==> src/rtl/audio_pkg.sv <==
// Shared audio definitions: channel word width and the I2S receiver state encoding.
package audio_pkg;

  // Default bits per channel word
  localparam int unsigned AUD_WIDTH = 16;

  // Receiver framing states: IDLE hunts for a left-word boundary, LEFT/RIGHT assemble words
  typedef enum logic [1:0] {
    IDLE,
    LEFT,
    RIGHT
  } state_e;

endpackage

==> src/rtl/i2s_sync_edge.sv <==
// Multi-stage synchroniser for one asynchronous input, with optional rising-edge detect.
// With HAS_EDGE = 0 no history flop is built and rise is tied low.
module i2s_sync_edge #(
  parameter int unsigned STAGES   = 2,
  parameter bit          HAS_EDGE = 1'b1
) (
  input  logic clk,
  input  logic reset,
  input  logic din,
  output logic dout,
  output logic rise
);

  logic [STAGES-1:0] sync_q;

  // Shift the raw input through the synchroniser chain
  always_ff @(posedge clk or posedge reset) begin
    if (reset) begin
      sync_q <= '0;
    end else begin
      sync_q <= {sync_q[STAGES-2:0], din};
    end
  end

  assign dout = sync_q[STAGES-1];

  if (HAS_EDGE) begin : g_edge
    logic hist_q;

    // Remember the previous synchronised level for 0->1 detection
    always_ff @(posedge clk or posedge reset) begin
      if (reset) begin
        hist_q <= 1'b0;
      end else begin
        hist_q <= dout;
      end
    end

    assign rise = dout & ~hist_q;
  end else begin : g_no_edge
    assign rise = 1'b0;
  end

endmodule

==> src/rtl/i2s_receiver.sv <==
// I2S receiver: oversamples bit_clk/frame_clk/data in the clk domain, assembles MSB-first
// words with the standard one-bit word-select delay and presents one left/right pair per
// frame with a single-cycle sample_valid strobe. Words of the wrong length are still stored
// (left-aligned, truncated or zero-padded) and flagged with a frame_err pulse.
module i2s_receiver
  import audio_pkg::*;
#(
  parameter int unsigned WIDTH       = AUD_WIDTH,
  parameter int unsigned SYNC_STAGES = 2
) (
  input  logic             clk,
  input  logic             reset,
  input  logic             enable,
  input  logic             bit_clk,
  input  logic             frame_clk,
  input  logic             data,
  output logic [WIDTH-1:0] sample_left,
  output logic [WIDTH-1:0] sample_right,
  output logic             sample_valid,
  output logic             frame_err
);

  // Counter must hold 0..WIDTH+1 (saturation value marks an over-long word)
  localparam int unsigned        CNT_W    = $clog2(WIDTH + 2);
  localparam logic [CNT_W-1:0]   CNT_FULL = CNT_W'(WIDTH);
  localparam logic [CNT_W-1:0]   CNT_MAX  = CNT_W'(WIDTH + 1);
  localparam logic [WIDTH-1:0]   MSB_ONE  = {1'b1, {(WIDTH - 1){1'b0}}};

  // Synchronised inputs
  logic bclk_rise;
  logic ws_s;
  logic sd_s;
  logic bclk_level_unused;
  logic ws_rise_unused;
  logic sd_rise_unused;

  // FSM
  state_e state_q;
  state_e state_d;

  // FSM decoded strobes
  logic shift_en;
  logic word_close;
  logic load_left;
  logic load_pair;
  logic word_clear;

  // Datapath
  logic             ws_prev_q,      ws_prev_d;
  logic [WIDTH-1:0] shift_q,        shift_d;
  logic [CNT_W-1:0] cnt_q,          cnt_d;
  logic [WIDTH-1:0] left_hold_q,    left_hold_d;
  logic [WIDTH-1:0] sample_left_q,  sample_left_d;
  logic [WIDTH-1:0] sample_right_q, sample_right_d;
  logic             valid_q,        valid_d;
  logic             err_q,          err_d;

  // Word assembly helpers
  logic             ws_edge;
  logic [WIDTH-1:0] bit_mask;
  logic [WIDTH-1:0] word_next;
  logic [WIDTH-1:0] closed_word;
  logic [CNT_W-1:0] cnt_inc;
  logic             closed_bad;

  // ---------------------------------------------------------------------------------------------
  // Input synchronisers; only bit_clk needs an edge detector
  // ---------------------------------------------------------------------------------------------
  i2s_sync_edge #(
    .STAGES   (SYNC_STAGES),
    .HAS_EDGE (1'b1)
  ) u_sync_bclk (
    .clk   (clk),
    .reset (reset),
    .din   (bit_clk),
    .dout  (bclk_level_unused),
    .rise  (bclk_rise)
  );

  i2s_sync_edge #(
    .STAGES   (SYNC_STAGES),
    .HAS_EDGE (1'b0)
  ) u_sync_ws (
    .clk   (clk),
    .reset (reset),
    .din   (frame_clk),
    .dout  (ws_s),
    .rise  (ws_rise_unused)
  );

  i2s_sync_edge #(
    .STAGES   (SYNC_STAGES),
    .HAS_EDGE (1'b0)
  ) u_sync_sd (
    .clk   (clk),
    .reset (reset),
    .din   (data),
    .dout  (sd_s),
    .rise  (sd_rise_unused)
  );

  // A word-select change seen on a bit-clock rise carries the LSB of the outgoing word
  assign ws_edge = bclk_rise & (ws_s ^ ws_prev_q);

  // ---------------------------------------------------------------------------------------------
  // FSM
  // ---------------------------------------------------------------------------------------------

  // State register
  always_ff @(posedge clk or posedge reset) begin
    if (reset) begin
      state_q <= IDLE;
    end else begin
      state_q <= state_d;
    end
  end

  // Next state: IDLE leaves only at a right->left boundary so the first pair is complete
  always_comb begin
    state_d = state_q;
    if (!enable) begin
      state_d = IDLE;
    end else begin
      unique case (state_q)
        IDLE:    if (bclk_rise && ws_prev_q && !ws_s) state_d = LEFT;
        LEFT:    if (ws_edge) state_d = RIGHT;
        RIGHT:   if (ws_edge) state_d = LEFT;
        default: state_d = IDLE;
      endcase
    end
  end

  // FSM outputs: decode which datapath action this cycle performs
  always_comb begin
    shift_en   = 1'b0;
    word_close = 1'b0;
    load_left  = 1'b0;
    load_pair  = 1'b0;
    if (enable) begin
      unique case (state_q)
        LEFT: begin
          shift_en   = bclk_rise & ~ws_edge;
          word_close = ws_edge;
          load_left  = ws_edge;
        end
        RIGHT: begin
          shift_en   = bclk_rise & ~ws_edge;
          word_close = ws_edge;
          load_pair  = ws_edge;
        end
        default: ;
      endcase
    end
    // IDLE, disable and every word boundary start the next word from an empty register
    word_clear = !enable || (state_q == IDLE) || word_close;
  end

  // ---------------------------------------------------------------------------------------------
  // Datapath
  // ---------------------------------------------------------------------------------------------

  // Insert the current bit at its left-aligned position; positions past WIDTH fall off
  always_comb begin
    bit_mask    = MSB_ONE >> cnt_q;
    word_next   = shift_q | (bit_mask & {WIDTH{sd_s}});
    cnt_inc     = (cnt_q == CNT_MAX) ? cnt_q : cnt_q + CNT_W'(1);
    // A toggle right after a boundary closes an empty word: store zeros
    closed_word = (cnt_q == '0) ? '0 : word_next;
    closed_bad  = (cnt_inc != CNT_FULL);
  end

  // Next-state for the word registers, hold registers and output strobes
  always_comb begin
    ws_prev_d      = bclk_rise ? ws_s : ws_prev_q;
    shift_d        = shift_q;
    cnt_d          = cnt_q;
    left_hold_d    = left_hold_q;
    sample_left_d  = sample_left_q;
    sample_right_d = sample_right_q;
    valid_d        = 1'b0;
    err_d          = 1'b0;

    if (word_clear) begin
      shift_d = '0;
      cnt_d   = '0;
    end else if (shift_en) begin
      shift_d = word_next;
      cnt_d   = cnt_inc;
    end

    if (word_close) begin
      err_d = closed_bad;
    end
    if (load_left) begin
      left_hold_d = closed_word;
    end
    // Both channels update together, in the same cycle the valid strobe is raised
    if (load_pair) begin
      sample_left_d  = left_hold_q;
      sample_right_d = closed_word;
      valid_d        = 1'b1;
    end
  end

  // Datapath and output registers
  always_ff @(posedge clk or posedge reset) begin
    if (reset) begin
      ws_prev_q      <= 1'b0;
      shift_q        <= '0;
      cnt_q          <= '0;
      left_hold_q    <= '0;
      sample_left_q  <= '0;
      sample_right_q <= '0;
      valid_q        <= 1'b0;
      err_q          <= 1'b0;
    end else begin
      ws_prev_q      <= ws_prev_d;
      shift_q        <= shift_d;
      cnt_q          <= cnt_d;
      left_hold_q    <= left_hold_d;
      sample_left_q  <= sample_left_d;
      sample_right_q <= sample_right_d;
      valid_q        <= valid_d;
      err_q          <= err_d;
    end
  end

  assign sample_left  = sample_left_q;
  assign sample_right = sample_right_q;
  assign sample_valid = valid_q;
  assign frame_err    = err_q;

endmodule

==> config.mk <==
export PLATFORM = sky130hd
export DESIGN_NAME = i2s_receiver
export DESIGN_NICKNAME = d
export VERILOG_FILES = /design/src/rtl/audio_pkg.sv /design/src/rtl/i2s_sync_edge.sv /design/src/rtl/i2s_receiver.sv
export SDC_FILE = /design/constraint.sdc
export NUM_CORES = 1
export LEC_CHECK = 0
export ABC_CLOCK_PERIOD_IN_PS = 5200
export CAP_MARGIN = 5
export CELL_PAD_IN_SITES_DETAIL_PLACEMENT = 1
export CELL_PAD_IN_SITES_GLOBAL_PLACEMENT = 1
export CORE_MARGIN = 5
export CORE_UTILIZATION = 47
export DETAILED_ROUTE_END_ITERATION = 6
export GPL_TIMING_DRIVEN = 1
export PLACE_DENSITY_LB_ADDON = 0.12
export REMOVE_ABC_BUFFERS = 1
export SLEW_MARGIN = 20
export SYNTH_ARGS = -nofsm -noshare
export SYNTH_HDL_FRONTEND = slang
export SYNTH_SLANG_ARGS = --single-unit
==> constraint.sdc <==
create_clock -name clk -period 5.2 [get_ports clk]
set_input_delay 1.04 -clock clk [delete_from_list [all_inputs] [get_ports clk]]
set_output_delay 1.04 -clock clk [all_outputs]
set_load 0.1 [all_outputs]
==> qor.txt <==
Number of cells after detailed placement -> 461
GR Layer Usage met1 -> 0.234
Die Wd -> 96.6 um
I/O Buffers -> 39
DRC Markers -> 0
EDFF count, synth -> 0
Fin. max-slew vios -> 0
Post-synth cell types -> 41
Yosys Warn Count -> 0
Post-CTS Setup Bufs -> 0
Finished Layout Cells -> 476
Die Area -> 9330 sq um
Hold/Removal Path Class -> reg2reg
Total number of vias -> 2569
Post-Syn Area -> 3520 sq um
CP Buf/Inv Count -> 1
Vias/cell -> 5.40
Overall routed net length -> 7620 um
Worst VDD drop -> 0.149 mV
Post-Synthesis Cells -> 343
IO Pins -> 40
Critical path class -> reg2out
Initial Utilization -> 0.483
Period Utilization, post-route -> 0.556
First-pass GRT wire length -> 13400 um
#FFs+latches synth -> 81
Finished Core Util -> 0.566
Initial antenna violation count -> 0
Clk_skew -> 0.0134 ns
Clock Latency Late Sink -> 0.36 ns
Detailed Routing Iterations Pass 1 -> 4
Overall routing resource usage -> 0.175
Hpwl dp -> 5030 um
CTS tree -> yes
TNS Setup -> 0 ns
Final Hold Viols -> 0
Cts repair resizes -> 0
Outcome -> complete, no violations
Worst slew margin -> 0.313
Num Clock Sinks -> 81
Drt first-iter violations -> 110
Worst endpoint data arrival time -> 1.85 ns
CP max stage delay -> 1.14 ns
Post-layout min period -> 2.89 ns
Final setup viols -> 0
Layout cells sized above 1 -> 0.103
Top Usage Layer GRT -> met2
N_diodes -> 0
CP required -> 4.16 ns
Worst path cell trace -> clkdlybuf4s50_1
Crit path max fanout -> 2
Seq/Total Area, Yosys -> 0.575
CTS Hold Bufs -> 0
Tightest Pin Transition -> 1.03 ns
Total CTS buffers -> 9
Die height -> 96.6 um
Antenna viol nets, final -> 0
H-tree Lvls -> 3
Synth Flop Type -> dfrtp_1
M3 GR Usage -> 0.0439
Core Area -> 7290 sq um
Gpl congestion -> 0.796
Clock slew seen by the registers of the worst setup and hold paths -> 0.08 ns
Max-Cap Viols -> 0
Vias in the first global route -> 2676
Grt ovf -> 0
Slowest CP cell -> clkdlybuf4s50_1
Synth-to-layout area growth -> 17.2%
Worst path top cell family by delay -> buffers and inverters
Leak pwr -> 1.86 nW
Maximum buffer depth of the clock tree -> 2
Asr flop ratio synth -> 1.00
NumNets Final -> 388
Mapped Avg Cell Area -> 10.3 sq um
Num rows -> 31
CTS root buf -> clkbuf_8
Critical Path End Type -> output port
Pwr/cell area -> 293 nW/um^2
Pin count of the biggest net entering global routing -> 53
Met2 usage -> 0.271
Wirelength per Cell -> 16.0 um
RSZ-0062 raised after global routing -> false
Startpoint types -> register
Fmax -> 0.346 GHz
cells by family after synthesis:
logic type / after synthesis / synth area share
DFF: 81 / 0.575
buffers and inverters: 35 / 0.0486
muxes: 12 / 0.0369
AOI/OAI and AO/OA: 68 / 0.127
and+or+nand+nor: 134 / 0.170
xor gates and xnor gates: 4 / 0.00994
adders and majority gates: 9 / 0.0319
through the flow:
stage | instance area [sq um] | setup WS, ns | hold slack, ns | power (mW)
floorplan | 3400 | 2.08 | 0.331 | 0.734
detailed placement | 3940 | 2.31 | 0.338 | 0.768
CTS | 4130 | 2.27 | 0.355 | 1.23
finish | 4130 | 2.31 | 0.350 | 1.21
global placement | 3940 | 2.41 | 0.335 | 0.763
global route | 4130 | 2.24 | 0.363 | 1.27
cell usage in the layout (no fill, tap or decap), types with 5 or more instances in the layout:
| cell | count |
|---|---|
| a21oi_1 | 13 |
| o21ai_1 | 11 |
| inv_1 | 10 |
| nand3_1 | 6 |
| clkbuf_8 | 10 |
| dfrtp_1 | 81 |
| mux2_2 | 8 |
| clkdlybuf4s50_1 | 39 |
| a31oi_1 | 16 |
| ha_1 | 9 |
| nand2_1 | 78 |
| nor2_1 | 28 |
| a32oi_2 | 5 |
| o21ai_0 | 14 |
power breakdown:
group | internal [mW] | switching, mW
sequential | 0.638 | 0.00808
combinational | 0.0310 | 0.0782
clock | 0.231 | 0.223
total | 0.901 | 0.309
flip-flops by register name, indices dropped and copies added (netlist names):
register / flops
cnt_q: 5
frame_err: 1
left_hold_q: 16
sample_left: 16
sample_right: 16
sample_valid: 1
shift_q: 16
state_q: 2
u_sync_bclk.g_edge.hist_q: 1
u_sync_bclk.sync_q: 2
u_sync_sd.sync_q: 2
u_sync_ws.sync_q: 2
ws_prev_q: 1
path summary, 6_finish.rpt:
| path | slack, ns | to | cells past startpoint | start |
|---|---|---|---|---|
| worst max-delay path | 2.31 | sample_right[14] | 1 | sample_right[14] |
| min in group asynchronous | 1.16 | sample_left[11] | 2 | reset |
| worst min-delay path | 0.35 | u_sync_sd.sync_q[1] | 0 | u_sync_sd.sync_q[0] |
| worst min register to register | 0.35 | u_sync_sd.sync_q[1] | 0 | u_sync_sd.sync_q[0] |
| worst max register to register | 2.73 | shift_q[14] | 4 | u_sync_ws.sync_q[1] |
| max in group asynchronous | 3.13 | left_hold_q[14] | 3 | reset |
layout make-up:
type / instances / area (sq um)
clock buffers: 10 / 138
flip-flops and latches: 81 / 2030
clock inverters: 5 / 56.3
fillers: 835 / 3160
multi-input cells: 227 / 1330
repair buffers: 42 / 413
inverters: 12 / 46.3
well taps: 99 / 124
synthesized netlist by cell type (3+ instances only):
| cell | count | area [sq um] |
|---|---|---|
| inv_1 | 11 | 41.3 |
| xnor2_1 | 3 | 26.3 |
| mux2_2 | 8 | 90.1 |
| mux2i_1 | 4 | 40.0 |
| a21oi_1 | 13 | 65.1 |
| clkbuf_1 | 5 | 18.8 |
| dfrtp_1 | 81 | 2030 |
| a32oi_2 | 5 | 81.3 |
| nand3_1 | 6 | 30.0 |
| nand2_1 | 78 | 293 |
| a31oi_1 | 16 | 100 |
| ha_1 | 9 | 113 |
| o21ai_0 | 14 | 70.1 |
| nor2_1 | 28 | 105 |
| nor3_1 | 3 | 15.0 |
| buf_2 | 12 | 60.1 |
| a22o_1 | 4 | 35.0 |
| nand3b_1 | 3 | 22.5 |
| o21ai_1 | 11 | 55.1 |
metal layers:
metal	vias to the layer above	wire length (um)
li1	1216	-
met1	1280	3540
met2	58	3640
met3	15	293
met4	0	153
met5	-	0
No activity file was read; power rests on OpenSTA's default activity.
